<file path="config.mk">
export PLATFORM = sky130hd
export DESIGN_NAME = mc_ctrl_fsm
export DESIGN_NICKNAME = d
export VERILOG_FILES = /design/src/rtl/mc_ctrl_fsm.sv
export SDC_FILE = /design/constraint.sdc
export NUM_CORES = 1
export LEC_CHECK = 0
export ABC_CLOCK_PERIOD_IN_PS = 2500
export BUFFER_PORTS_ARGS = -buffer_cell sky130_fd_sc_hd__buf_2
export CAP_MARGIN = 10
export CORE_UTILIZATION = 25
export CTS_CLUSTER_SIZE = 25
export DETAILED_ROUTE_END_ITERATION = 16
export SLEW_MARGIN = 15
export SYNTH_ARGS = -nofsm -noshare
export SYNTH_HDL_FRONTEND = slang
export SYNTH_SLANG_ARGS = --single-unit
export TNS_END_PERCENT = 1
</file>
<file path="constraint.sdc">
create_clock -name clk -period 2.5 [get_ports clk]
set_input_delay 0.75 -clock clk [delete_from_list [all_inputs] [get_ports clk]]
set_output_delay 0.75 -clock clk [all_outputs]
set_load 0.03 [all_outputs]
</file>
<file path="src/rtl/mc_ctrl_fsm.sv">
// Main control FSM for the multicycle ARM datapath: fetch/decode/execute/memory/writeback
// sequencing with a memory ready handshake, a multi-cycle multiply path and a sticky illegal-opcode trap.
module mc_ctrl_fsm #(
  parameter int MUL_LATENCY   = 3,  // 1..16
  parameter bit MEM_HANDSHAKE = 1'b1
) (
  input  logic       clk,
  input  logic       reset_n,
  input  logic [1:0] Op,
  input  logic [5:0] Funct,
  input  logic       IsMul,
  input  logic       mem_ready,
  output logic       NextPC,
  output logic       Branch,
  output logic       MemW,
  output logic       RegW,
  output logic       IRWrite,
  output logic       AdrSrc,
  output logic [1:0] ResultSrc,
  output logic [1:0] ALUSrcA,
  output logic [1:0] ALUSrcB,
  output logic       ALUOp,
  output logic       MulStart,
  output logic       Retire,
  output logic       Illegal,
  output logic [3:0] state
);

  typedef enum logic [3:0] {
    FETCH    = 4'd0,
    DECODE   = 4'd1,
    MEMADR   = 4'd2,
    MEMREAD  = 4'd3,
    MEMWB    = 4'd4,
    MEMWRITE = 4'd5,
    EXECUTER = 4'd6,
    EXECUTEI = 4'd7,
    ALUWB    = 4'd8,
    BRANCH   = 4'd9,
    UNKNOWN  = 4'd10,
    MULEXEC  = 4'd11,
    MULWB    = 4'd12
  } state_e;

  localparam logic [3:0] MUL_LOAD = 4'(MUL_LATENCY - 1);

  state_e     cur_state;
  state_e     nxt_state;
  logic [3:0] mul_cnt;
  logic       ready;

  // Only the load/store direction bit and the immediate bit steer the sequence.
  logic unused_funct;
  assign unused_funct = ^Funct[4:1];

  assign ready = MEM_HANDSHAKE ? mem_ready : 1'b1;
  assign state = cur_state;

  // NOTE: sequential state uses non-blocking assignments so every register samples pre-edge values.
  always_ff @(posedge clk or negedge reset_n) begin
    if (!reset_n) begin
      cur_state <= FETCH;
      mul_cnt   <= '0;
    end else begin
      cur_state <= nxt_state;
      if (cur_state == DECODE && nxt_state == MULEXEC) begin
        mul_cnt <= MUL_LOAD;
      end else if (cur_state == MULEXEC && mul_cnt != 4'd0) begin
        mul_cnt <= mul_cnt - 4'd1;
      end
    end
  end

  // NOTE: every output and the next state get a default first, so no path can infer a latch.
  always_comb begin
    nxt_state = FETCH;
    NextPC    = 1'b0;
    Branch    = 1'b0;
    MemW      = 1'b0;
    RegW      = 1'b0;
    IRWrite   = 1'b0;
    AdrSrc    = 1'b0;
    ResultSrc = 2'b00;
    ALUSrcA   = 2'b00;
    ALUSrcB   = 2'b00;
    ALUOp     = 1'b0;
    MulStart  = 1'b0;
    Retire    = 1'b0;
    Illegal   = 1'b0;

    case (cur_state)
      FETCH: begin
        nxt_state = ready ? DECODE : FETCH;
        ResultSrc = 2'b10;
        ALUSrcA   = 2'b01;
        ALUSrcB   = 2'b10;
        IRWrite   = ready;
        NextPC    = ready;
      end
      DECODE: begin
        ResultSrc = 2'b10;
        ALUSrcA   = 2'b01;
        ALUSrcB   = 2'b10;
        case (Op)
          2'b00:   nxt_state = IsMul ? MULEXEC : (Funct[5] ? EXECUTEI : EXECUTER);
          2'b01:   nxt_state = MEMADR;
          2'b10:   nxt_state = BRANCH;
          default: nxt_state = UNKNOWN;
        endcase
      end
      MEMADR: begin
        nxt_state = Funct[0] ? MEMREAD : MEMWRITE;
        ALUSrcB   = 2'b01;
      end
      MEMREAD: begin
        nxt_state = ready ? MEMWB : MEMREAD;
        AdrSrc    = 1'b1;
      end
      MEMWB: begin
        RegW      = 1'b1;
        ResultSrc = 2'b01;
        Retire    = 1'b1;
      end
      MEMWRITE: begin
        nxt_state = ready ? FETCH : MEMWRITE;
        AdrSrc    = 1'b1;
        MemW      = 1'b1;
        Retire    = ready;
      end
      EXECUTER: begin
        nxt_state = ALUWB;
        ALUOp     = 1'b1;
      end
      EXECUTEI: begin
        nxt_state = ALUWB;
        ALUOp     = 1'b1;
        ALUSrcB   = 2'b01;
      end
      ALUWB: begin
        RegW   = 1'b1;
        Retire = 1'b1;
      end
      BRANCH: begin
        Branch    = 1'b1;
        ResultSrc = 2'b10;
        ALUSrcB   = 2'b01;
        Retire    = 1'b1;
      end
      UNKNOWN: begin
        nxt_state = UNKNOWN;
        Illegal   = 1'b1;
      end
      MULEXEC: begin
        nxt_state = (mul_cnt == 4'd0) ? MULWB : MULEXEC;
        // The counter sits at its load value only in the first MULEXEC cycle.
        MulStart  = (mul_cnt == MUL_LOAD);
      end
      MULWB: begin
        RegW      = 1'b1;
        ResultSrc = 2'b11;
        Retire    = 1'b1;
      end
      default: nxt_state = FETCH;
    endcase
  end

endmodule
</file>
After elaboration in Yosys (flattened, before gate mapping):

Index checks and enable logic that the tools add are counted.

* bits in writable memories: 0
* latch bits: 0
* logic and storage cells: 56
* input bits: 12
* bits in read-only memories: 0
* output and inout port bits: 20
* memories: 0
* register bits after elaboration: 8

* bitwise gates (word level): 0
* shift-type cells: 0
* order comparisons: 0
* multiply operators: 0
* equality and inequality tests: 16
* add/subtract/negate cells: 1
* reduce and logical (&&, ||, !) cells: 14
* divide/modulo/power cells: 0
* muxes and demuxes: 23

Operators by type and width (number)
* $pmux 4 s8: 1
* $eq 4x4->1 const B: 6
* $eq 4x3->1 const B: 4
* $eq 4x2->1 const B: 3
* $mux 3: 4
* $mux 4: 3
* $pmux 4 s3: 1
* $mux 1: 11
* $reduce_or 3->1: 3
* $logic_not 4->1: 2
* $pmux 2 s3: 1
* $reduce_or 2->1: 3
* $eq 4x1->1 const B: 1
* $pmux 2 s2: 1
* $reduce_bool 4->1: 1
* $reduce_or 4->1: 1
* $sub 4x1->4 const B: 1
* $eq 2x1->1 const B: 1
* $eq 2x2->1 const B: 1
* $logic_and 1x1->1: 2
* $logic_not 2->1: 1
* $pmux 1 s2: 1
* $reduce_bool 2->1: 1

Depth between registers and ports, before layout:

Gate-level depths: netlist of the first run.

* word-level depth: 7
* gate-level depth with buffers: 6
* depth with buffers taken out: 6

Worst setup path after synthesis of the first run:

OpenSTA, ideal clock, no wires.

* path type: reg2out
* start: register cur_state[2] (netlist: state[2])
* end: output port MulStart
* setup slack: -0.254 ns
* buffers on the path: 1
* data arrival time: 2.004 ns
* stages on the path, launching flop included: 4
* required time: 1.750 ns
* cell sequence: dfrtp_1 buf_6 nand4b_1 nor4b_1

* longest elaborated chain between the ends: 2

RTL lines
* start, declared: RTL line 47 `state_e cur_state;`
* start signal, assigned: RTL line 65 `cur_state <= nxt_state;`
* $eq 4x4->1: RTL line 91 `case (cur_state)`
* $mux 1: RTL line 91
* end, declared: RTL line 23 `output logic MulStart,`

Every way passes these cells.

Worst setup path after layout of the first run:

* start: register cur_state[2] (netlist: state[2])
* end: output port ALUSrcB[0]

* longest elaborated chain between the ends: 3
* elaborated cells between the ends (all ways): 8
* those cells by class: eq/ne (4); mux (1); reduce/logical (3)

RTL lines
* $eq 4x3->1 (tied with other cells): RTL line 91
* $reduce_or 3->1 (no source line) / $reduce_or 2->1 (equally long branches)
* $pmux 2 s2 *: RTL line 91
* end, declared: RTL line 21 `output logic [1:0] ALUSrcB,`

Mark *: on every way between the ends. The rest lies on a longest branch, timed or not.

==> run_results.csv, run 1 <==
group,metric,value,unit
route,drc,0,
clock_tree,tritoncts,"done",
hold_path,hp-class,"input port to asynchronous set/reset pin",
clock_tree,post-cts-setup-buffer-count,0,
floorplanning,initial_core_util,27.6,%
synthesis,netlist_instances,86,
synthesis,mappedNetlistArea,709,sq um
route,wl_per_cell,11.7,um
setup_path,crit_path_cell_trace,"buf_4, xor2_1, o32ai_1, buf_2",
placement,gp_routability_congestion,0.800,
route,detailedRoute.firstPassIterationCount,4,
sta,fin_ws,214,ps
route,dr.first_iter.drc_count,16,
setup_path,crit_slowest_cell,"dfrtp_1",
job,maxCapViolCount,0,
clock_tree,cts.path.max_buffers,2,
floorplanning,die_height,55.3,um
power,design_power_total,1.29,mW
setup_path,slowest_delay,450,ps
global_routing,grt_start_max_net_pins,12,
synthesis,synth.area.top_cells,"dfrtp_1 28%, xnor2_1 7.4%, nor3b_1 5.3%, nor2_1 4.8%, a21oi_1 4.2%",
setup_path,endpoint_kind,"output port",
sta,final.setup_skew,1.77,ps
cells_and_area,post_route_cells_drive_above_1_share,34.2,%
power,pwr_density_cell,1420,nW/um^2
cells_and_area,synth_to_final_area_change,28.0,%
cells_and_area,design.final.nets,130,
floorplanning,num_rows,18,
floorplanning,fp.dieArea,3050,sq um
synthesis,synth_largest_area_cell,"dfrtp_1",
clock_tree,htreeDepth,1,
setup_path,critical_path_peak_fanout,11,
cells_and_area,fin_area,908,sq um
synthesis,synth.ff_latch_count,8,
cells_and_area,fill_cells,286,
sta,setup_viol,0,
setup_path,cp.required,1750,ps
synthesis,yosys_warnings,0,
sta,finalHoldViolCount,0,
floorplanning,core_region_area,2570,sq um
setup_path,critPathTopFamily,"flip-flops",
placement,post_dp_cell_area,886,sq um
clock_tree,root_buffer,"clkbuf_4",
global_routing,antenna_found_initial,0,
power,irDropWorstVdd,0.959,mV
synthesis,synth-seq-area-share,28.2,%
route,drt-total-wl,1680,um
setup_path,worst-setup-path-type,"flop to output port",
clock_tree,cts_buffers,3,
route,final_antenna_net_count,0,
route,vias,686,
synthesis,mapped_nets,100,
setup_path,critPathBufInv,2,
setup_path,launching_element_type_of_the_critical_path,"flop",
cells_and_area,area.sequential,200,sq um
floorplanning,floorplan.io_pins,32,
global_routing,global_route_wire_length_before_repair,2870,um
global_routing,vias_in_the_first_global_route,617,
synthesis,syn_area_per_cell,8.25,sq um
placement,place.detailed.hpwl,1290,um
setup_path,worst-endpoint-arrival,1540,ps
sta,rsz0062_at_grt,"no",
cells_and_area,multi_input_area,454,sq um
power,leakage,0.431,nW
sta,period_share,91.4,%
sta,min_period,2290,ps
placement,numPortBuffers,26,
floorplanning,dieWidth,55.3,um
clock_tree,cts_hold_bufs,0,
sta,tns,0,ps
synthesis,yosysUniqueCellTypes,36,
clock_tree,clkTransAtPathRegs,60,ps
global_routing,gr-usage-all-layers,11.7,%
placement,dp_worst_setup_slack,258,ps
sta,timing.final.max_slew_violations,0,
cells_and_area,antenna_cells_inserted,0,
route,drt-vias-per-instance,4.76,
run_status,run_status,"finished, final reports clean",
sta,fmax,0.437,GHz
clock_tree,cts_num_sinks,8,
clock_tree,clkLatencyLatePin,260,ps
global_routing,grt-ovfl-total,0,
clock_tree,cts-resized-gates,0,
synthesis,yosysTopAreaCellShare,28.2,%
## layer usage
metal  part of all wire, %  up-vias  track usage (%)
li1                      -      358                -
met5                     0        -                0
met4                  0.54        0             3.21
met2                    44       23             17.2
met1                    48      303             16.0
met3                   7.3        2             4.45
## cells in the mapped netlist, drive strengths merged
cell type	instances
nor2	9
dfrtp	8
a21oi	6
xnor2	6
inv	5
nor3	5
nor3b	5
buf	4
clkbuf	3
nand2	3
nand2b	3
nor2b	3
nor4b	3
ha	2
o21ai	2
a211oi	1
a21o	1
a2bb2oi	1
and2	1
and3	1
conb	1
mux2i	1
nand4b	1
nor4bb	1
o211ai	1
o21bai	1
o221ai	1
o32a	1
o32ai	1
or2	1
or3	1
or4	1
or4b	1
xor2	1
## cells by family (layout without fill, tap and decap cells)
logic type | Yosys count | count (layout) | share of synthesized area, %
AOI/OAI and AO/OA | 16 | 16 | 15.7
xor gates and xnor gates | 7 | 7 | 8.64
adders and majority gates | 2 | 2 | 3.53
buffers and inverters | 12 | 40 | 8.64
DFF | 8 | 8 | 28.2
muxes | 1 | 1 | 1.41
other | 1 | 1 | 0.529
and+or+nand+nor | 39 | 39 | 33.3
## final timing paths
check | start | to | slack (ps) | depth (start not counted)
setup / recovery | state[2] | ALUSrcB[0] | 210 | 4
hold / removal | reset_n | mul_cnt[1] | 320 | 1
setup reg to reg | state[1] | mul_cnt[3] | 540 | 5
hold reg to reg | mul_cnt[0] | mul_cnt[0] | 580 | 2
max in group asynchronous | reset_n | state[1] | 2020 | 1
min in group clk | mul_cnt[0] | mul_cnt[0] | 580 | 2
## layout make-up
type / instances / share of cell area, %
Tap cell: 30 / 4.13
Multi-Input combinational cell: 66 / 50.0
Inverter: 5 / 2.07
Sequential cell: 8 / 22.0
Clock buffer: 3 / 2.48
Timing Repair Buffer: 32 / 19.3
## placed cells by master, fill, tap and decap left out, types with 5 or more instances in the layout
cell type,netlist,final
inv_1,5,5
a21oi_1,6,6
nor3b_1,5,5
xnor2_1,6,6
buf_2,1,26
nor3_1,5,5
nor2_1,9,9
dfrtp_1,8,8
buf_4,2,6
## stage by stage
stage,std cells,hold WS (ps),util [%]
2_1_floorplan,86,454,-
3_3_place_gp,141,574,34.5
3_5_place_dp,141,570,34.5
4_1_cts,144,319,35.4
5_1_grt,144,334,35.4
6_report,144,320,35.4
## state kept, by name (all words and copies together) (netlist names)
signal and cells:
state 4, mul_cnt 4
## report_power, final
| group | total (mW) | switching, mW | internal, mW |
|---|---|---|---|
| Sequential | 0.279 | 0.0938 | 0.186 |
| Combinational | 0.906 | 0.562 | 0.344 |
| Clock | 0.102 | 0.0466 | 0.0551 |
| Total | 1.29 | 0.702 | 0.584 |
## worst reg2reg max path, stage by stage, from the launching register on
cell and delay (ps):
dfrtp_1 480, buf_4 210, or4b_4 500, or3_1 390
o211ai_2 150, a21oi_1 110
Note: power is estimated with default switching activity, not from simulation.
==> inputs of run 2 (changes only) <==
- ABC_CLOCK_PERIOD_IN_PS: 2500 -> unset
- BUFFER_PORTS_ARGS: -buffer_cell sky130_fd_sc_hd__buf_2 -> unset
- DONT_BUFFER_PORTS: unset -> 1
==> run_results.csv, run 2 (synthesis gave the netlist of run 1 again) <==
group,metric,value,unit
power,clock_power_share,7.4,%
cells_and_area,post_route_cells_drive_above_1_share,26.7,%
global_routing,gr-usage-all-layers,12.0,%
route,dr.first_iter.drc_count,26,
placement,post_dp_cell_area,853,sq um
setup_path,crit_start,"state[0]",
setup_path,critical_path_peak_fanout,16,
route,detailedRoute.firstPassIterationCount,4,
cells_and_area,fin_cells,131,
clock_tree,post-cts-setup-buffer-count,0,
route,wl_per_cell,13.0,um
clock_tree,cts_buffers,3,
sta,hold_ws,194,ps
power,switching_share,53.5,%
cells_and_area,design.final.nets,117,
sta,period_share,92.1,%
clock_tree,clkTransAtPathRegs,50,ps
cells_and_area,fin_area,877,sq um
setup_path,crit_path_cell_trace,"nand4b_1, nor4b_2, buf_4",
cells_and_area,synth_to_final_area_change,23.6,%
placement,place.detailed.hpwl,1320,um
floorplanning,floorplan.io_pins,32,
power,share_comb_of_total_power,68.4,%
route,drt-vias-per-instance,4.91,
cells_and_area,antenna_cells_inserted,0,
cells_and_area,final_cell_mix,"19 x buf_4, 9 x nor2_1, 7 x dfrtp_1, 6 x xnor2_1, 6 x a21oi_1",
setup_path,endpoint_kind,"output port",
setup_path,crit_slowest_cell,"dfrtp_1",
setup_path,critPathBufInv,1,
sta,setup_viol,0,
clock_tree,cts.path.max_buffers,2,
hold_path,hp-class,"input port to asynchronous set/reset pin",
setup_path,cp.required,1750,ps
clock_tree,root_buffer,"clkbuf_4",
setup_path,slowest_delay,610,ps
sta,finalHoldViolCount,0,
placement,numPortBuffers,0,
setup_path,rr_startpoint,"state[2]",
power,power_report.internal_total,0.604,mW
floorplanning,dieWidth,55.3,um
cells_and_area,layout_commonest_cell,"buf_4",
sta,rsz0062_at_grt,"no",
floorplanning,core_region_area,2570,sq um
floorplanning,initial_core_util,27.6,%
power,pwr_density_cell,1480,nW/um^2
clock_tree,cts-resized-gates,0,
setup_path,launching_element_type_of_the_critical_path,"flop",
placement,dp.cells,128,
sta,timing.final.max_slew_violations,0,
clock_tree,htreeDepth,1,
clock_tree,cts_num_sinks,8,
setup_path,critPathTopFamily,"flip-flops",
route,final_antenna_net_count,0,
sta,min_period,2300,ps
route,vias,643,
clock_tree,cts_hold_bufs,0,
route,drt-total-wl,1700,um
power,sequentialPowerShare,24.2,%
route,drc,0,
clock_tree,tritoncts,"done",
power,leakage,0.376,nW
global_routing,grt_start_max_net_pins,17,
clock_tree,clkLatencyLatePin,250,ps
global_routing,grt-ovfl-total,0,
global_routing,global_route_wire_length_before_repair,3000,um
job,maxCapViolCount,0,
setup_path,worst-setup-path-type,"flop to output port",
sta,final.setup_skew,2.88,ps
run_status,run_status,"finished, final reports clean",
sta,fmax,0.435,GHz
floorplanning,die_height,55.3,um
power,switchingPower,0.694,mW
placement,gp_routability_congestion,0.776,
floorplanning,num_rows,18,
setup_path,worst-endpoint-arrival,1550,ps
global_routing,antenna_found_initial,0,
floorplanning,fp.dieArea,3050,sq um
global_routing,vias_in_the_first_global_route,611,
power,irDropWorstVdd,0.879,mV
==> run 2: cell count changes in the layout (fill, tap and decap cells not counted), sizes merged <==
| cell | delta |
|---|---|
| buf | -13 |
==> run 2: final timing paths <==
path	to	slack [ps]	depth (start not counted)
max	MulStart	200	3
min	state[1]	190	0
max reg2reg	mul_cnt[0]	420	5
min reg2reg	mul_cnt[0]	600	2
max in group asynchronous	state[3]	2230	0
min in group clk	mul_cnt[0]	600	2
==> run 2: power by group through the flow <==
stage / clock, mW / sequential, mW / combinational, mW
3_3_place_gp: 0 / 0.310 / 0.875
6_report: 0.0957 / 0.314 / 0.889
2_1_floorplan: 0 / 0.298 / 0.663
3_5_place_dp: 0 / 0.316 / 0.888
4_1_cts: 0.101 / 0.314 / 0.893
5_1_grt: 0.110 / 0.335 / 0.964
==> run 2: routing by layer <==
metal,vias up,routed length (um),track usage (%)
met3,0,111,4.22
met2,23,821,20.0
met4,0,0,2.14
met1,292,764,15.2
met5,-,0,0
li1,328,-,-
==> run 2: area by class of cell <==
cell class                 count  area (sq um)
clock buffer                   3          22.5
multi-input combinational     66           454
tap                           30          37.5
inverter                       5          18.8
timing repair buffer          19           143
fill                         279          1690
sequential                     8           201
==> run 2: metrics by stage <==
step	worst slack, ps	TNS, ps	utilization [%]	power [mW]
2_1_floorplan	-101	-199	-	0.961
3_3_place_gp	359	0	33.2	1.19
3_5_place_dp	314	0	33.2	1.20
4_1_cts	34.1	0	34.1	1.31
5_1_grt	43.7	0	34.2	1.41
6_report	199	0	34.2	1.30
==> inputs of run 3 (changes only) <==
- ABC_AREA: unset -> 1
==> run_results.csv, run 3 <==
group,metric,value,unit
placement,gp_routability_congestion,0.837,
synthesis,syn_area_per_cell,6.54,sq um
setup_path,rr_endpoint,"mul_cnt[0]",
synthesis,synth_enable_flop_cells,0,
clock_tree,cts_num_sinks,8,
sta,final.setup_skew,1.33,ps
route,drc,0,
synthesis,yosysTopAreaCellShare,28.1,%
cells_and_area,fin_cells,157,
synthesis,synth.area.top_cells,"dfrtp_1 28%, nor2_1 12%, inv_1 11%, nand2_1 10%, nand3_1 4.9%",
sta,min_period,2360,ps
global_routing,global_route_wire_length_before_repair,2900,um
synthesis,mappedNetlistArea,713,sq um
route,vias,691,
synthesis,yosysUniqueCellTypes,23,
synthesis,mapped_nets,123,
cells_and_area,design.final.nets,142,
global_routing,grt_start_max_net_pins,9,
power,pwr_density_cell,1390,nW/um^2
setup_path,critical_path.endpoint,"ResultSrc[1]",
cells_and_area,antenna_cells_inserted,0,
floorplanning,dieWidth,55.4,um
synthesis,synth.ff_latch_count,8,
sta,fmax,0.424,GHz
cells_and_area,synth_to_final_area_change,24.2,%
sta,timing.final.max_slew_violations,0,
sta,finalHoldViolCount,0,
global_routing,vias_in_the_first_global_route,685,
sta,period_share,94.3,%
setup_path,critical_path_peak_fanout,6,
synthesis,synth-async-reset-ratio,100,%
placement,place.detailed.hpwl,1400,um
setup_path,crit_start,"state[0]",
setup_path,endpoint_kind,"output port",
synthesis,postSynth.topFlopCell,"dfrtp_1",
run_status,run_status,"finished, final reports clean",
setup_path,cp.required,1750,ps
route,dr.first_iter.drc_count,18,
placement,dp.cells,154,
sta,setup_viol,0,
sta,rsz0062_at_grt,"no",
synthesis,netlist_instances,109,
floorplanning,num_rows,19,
setup_path,launching_element_type_of_the_critical_path,"flop",
route,wl_per_cell,10.5,um
clock_tree,cts-resized-gates,0,
clock_tree,htreeDepth,1,
route,final_antenna_net_count,0,
synthesis,post_synth_top_cells,"23 x nor2_1, 20 x inv_1, 19 x nand2_1, 8 x dfrtp_1, 7 x nand3_1",
placement,dp_worst_setup_slack,416,ps
clock_tree,clkLatencyLatePin,240,ps
synthesis,yosys.cell_count.top_type,"nor2_1",
synthesis,yosys_warnings,0,
synthesis,synth_largest_area_cell,"dfrtp_1",
floorplanning,fp.dieArea,3070,sq um
clock_tree,post-cts-setup-buffer-count,0,
setup_path,rr_startpoint,"state[2]",
floorplanning,initial_core_util,26.1,%
clock_tree,tritoncts,"done",
setup_path,worst_r2r_path_depth,8,
cells_and_area,layout_commonest_cell,"nor2_1",
sta,fin_ws,142,ps
clock_tree,cts.path.max_buffers,2,
route,drt-vias-per-instance,4.40,
floorplanning,floorplan.io_pins,32,
clock_tree,root_buffer,"clkbuf_4",
synthesis,synth-seq-area-share,28.1,%
clock_tree,cts_hold_bufs,0,
job,maxCapViolCount,0,
hold_path,hp-class,"input port to asynchronous set/reset pin",
cells_and_area,post_route_cells_drive_above_1_share,28.6,%
cells_and_area,fill_cells,289,
setup_path,worst-setup-path-type,"flop to output port",
clock_tree,clkTransAtPathRegs,50,ps
global_routing,grt-ovfl-total,0,
cells_and_area,final_cell_mix,"22 x nor2_1, 20 x inv_1, 19 x nand2_1, 16 x buf_4, 8 x dfrtp_1",
setup_path,rrSetupSlack,960,ps
floorplanning,core_region_area,2730,sq um
power,irDropWorstVdd,0.549,mV
route,drt-total-wl,1650,um
power,leakage,0.500,nW
global_routing,gr-usage-all-layers,11.5,%
route,detailedRoute.firstPassIterationCount,4,
global_routing,antenna_found_initial,0,
placement,numPortBuffers,0,
floorplanning,die_height,55.4,um
setup_path,worst-endpoint-arrival,1610,ps
clock_tree,cts_buffers,3,
-- run 3: kinds of logic after synthesis --
group,share of synthesized area [%]
simple gates,42.8
buf+inv,14.4
compound gates,7.02
flops,28.1
xor+xnor,3.68
fa+ha+maj,3.51
other cells,0.526
-- run 3: cell type report --
type	count	area, sq um	share of cell area, %
timing repair buffer	16	120	13.6
tap	31	38.8	4.38
sequential	8	200	22.6
clock buffer	3	22.5	2.54
inverter	23	87.6	9.89
multi-input combinational	76	417	47.0
-- run 3: how the worst min path moves through the flow --
stage | start | to | slack (ps) | cells past startpoint
floorplan | reset_n | mul_cnt[0] | 450 | 0
global placement | reset_n | mul_cnt[3] | 450 | 0
detailed placement | reset_n | mul_cnt[2] | 450 | 0
CTS | reset_n | mul_cnt[2] | 190 | 0
global route | reset_n | mul_cnt[3] | 180 | 0
finish | reset_n | state[1] | 200 | 0
-- run 3: stage by stage --
stage | power, mW | hold slack (ps) | instance area (sq um) | TNS [ps] | util (%)
6_report | 1.23 | 198 | 886 | 0 | 32.4
4_1_cts | 1.24 | 188 | 886 | 0 | 32.4
3_5_place_dp | 1.14 | 455 | 863 | 0 | 31.6
5_1_grt | 1.34 | 185 | 886 | 0 | 32.4
2_1_floorplan | 0.887 | 454 | 719 | -53.7 | -
3_3_place_gp | 1.13 | 455 | 863 | 0 | 31.6
-- run 3: worst max-delay path, stage by stage (launching register included) --
cell	delay [ps]
dfrtp_1	510
inv_2	60
nor2_2	160
inv_1	80
nor2_1	230
nor2_1	60
o21ai_0	80
buf_4	190
-- run 3: layer usage --
metal | vias up | routed length (um) | global-route usage (%)
met5 | - | 0 | 0
met4 | 0 | 0 | 3.21
met3 | 0 | 77 | 1.41
met2 | 17 | 849 | 20.7
met1 | 308 | 721 | 14.2
li1 | 366 | - | -
-- run 3: power by group --
part,leakage [nW],internal (mW),switching (mW)
registers,0.102,0.178,0.0622
logic,0.384,0.281,0.616
clock network,0.0138,0.0545,0.0379
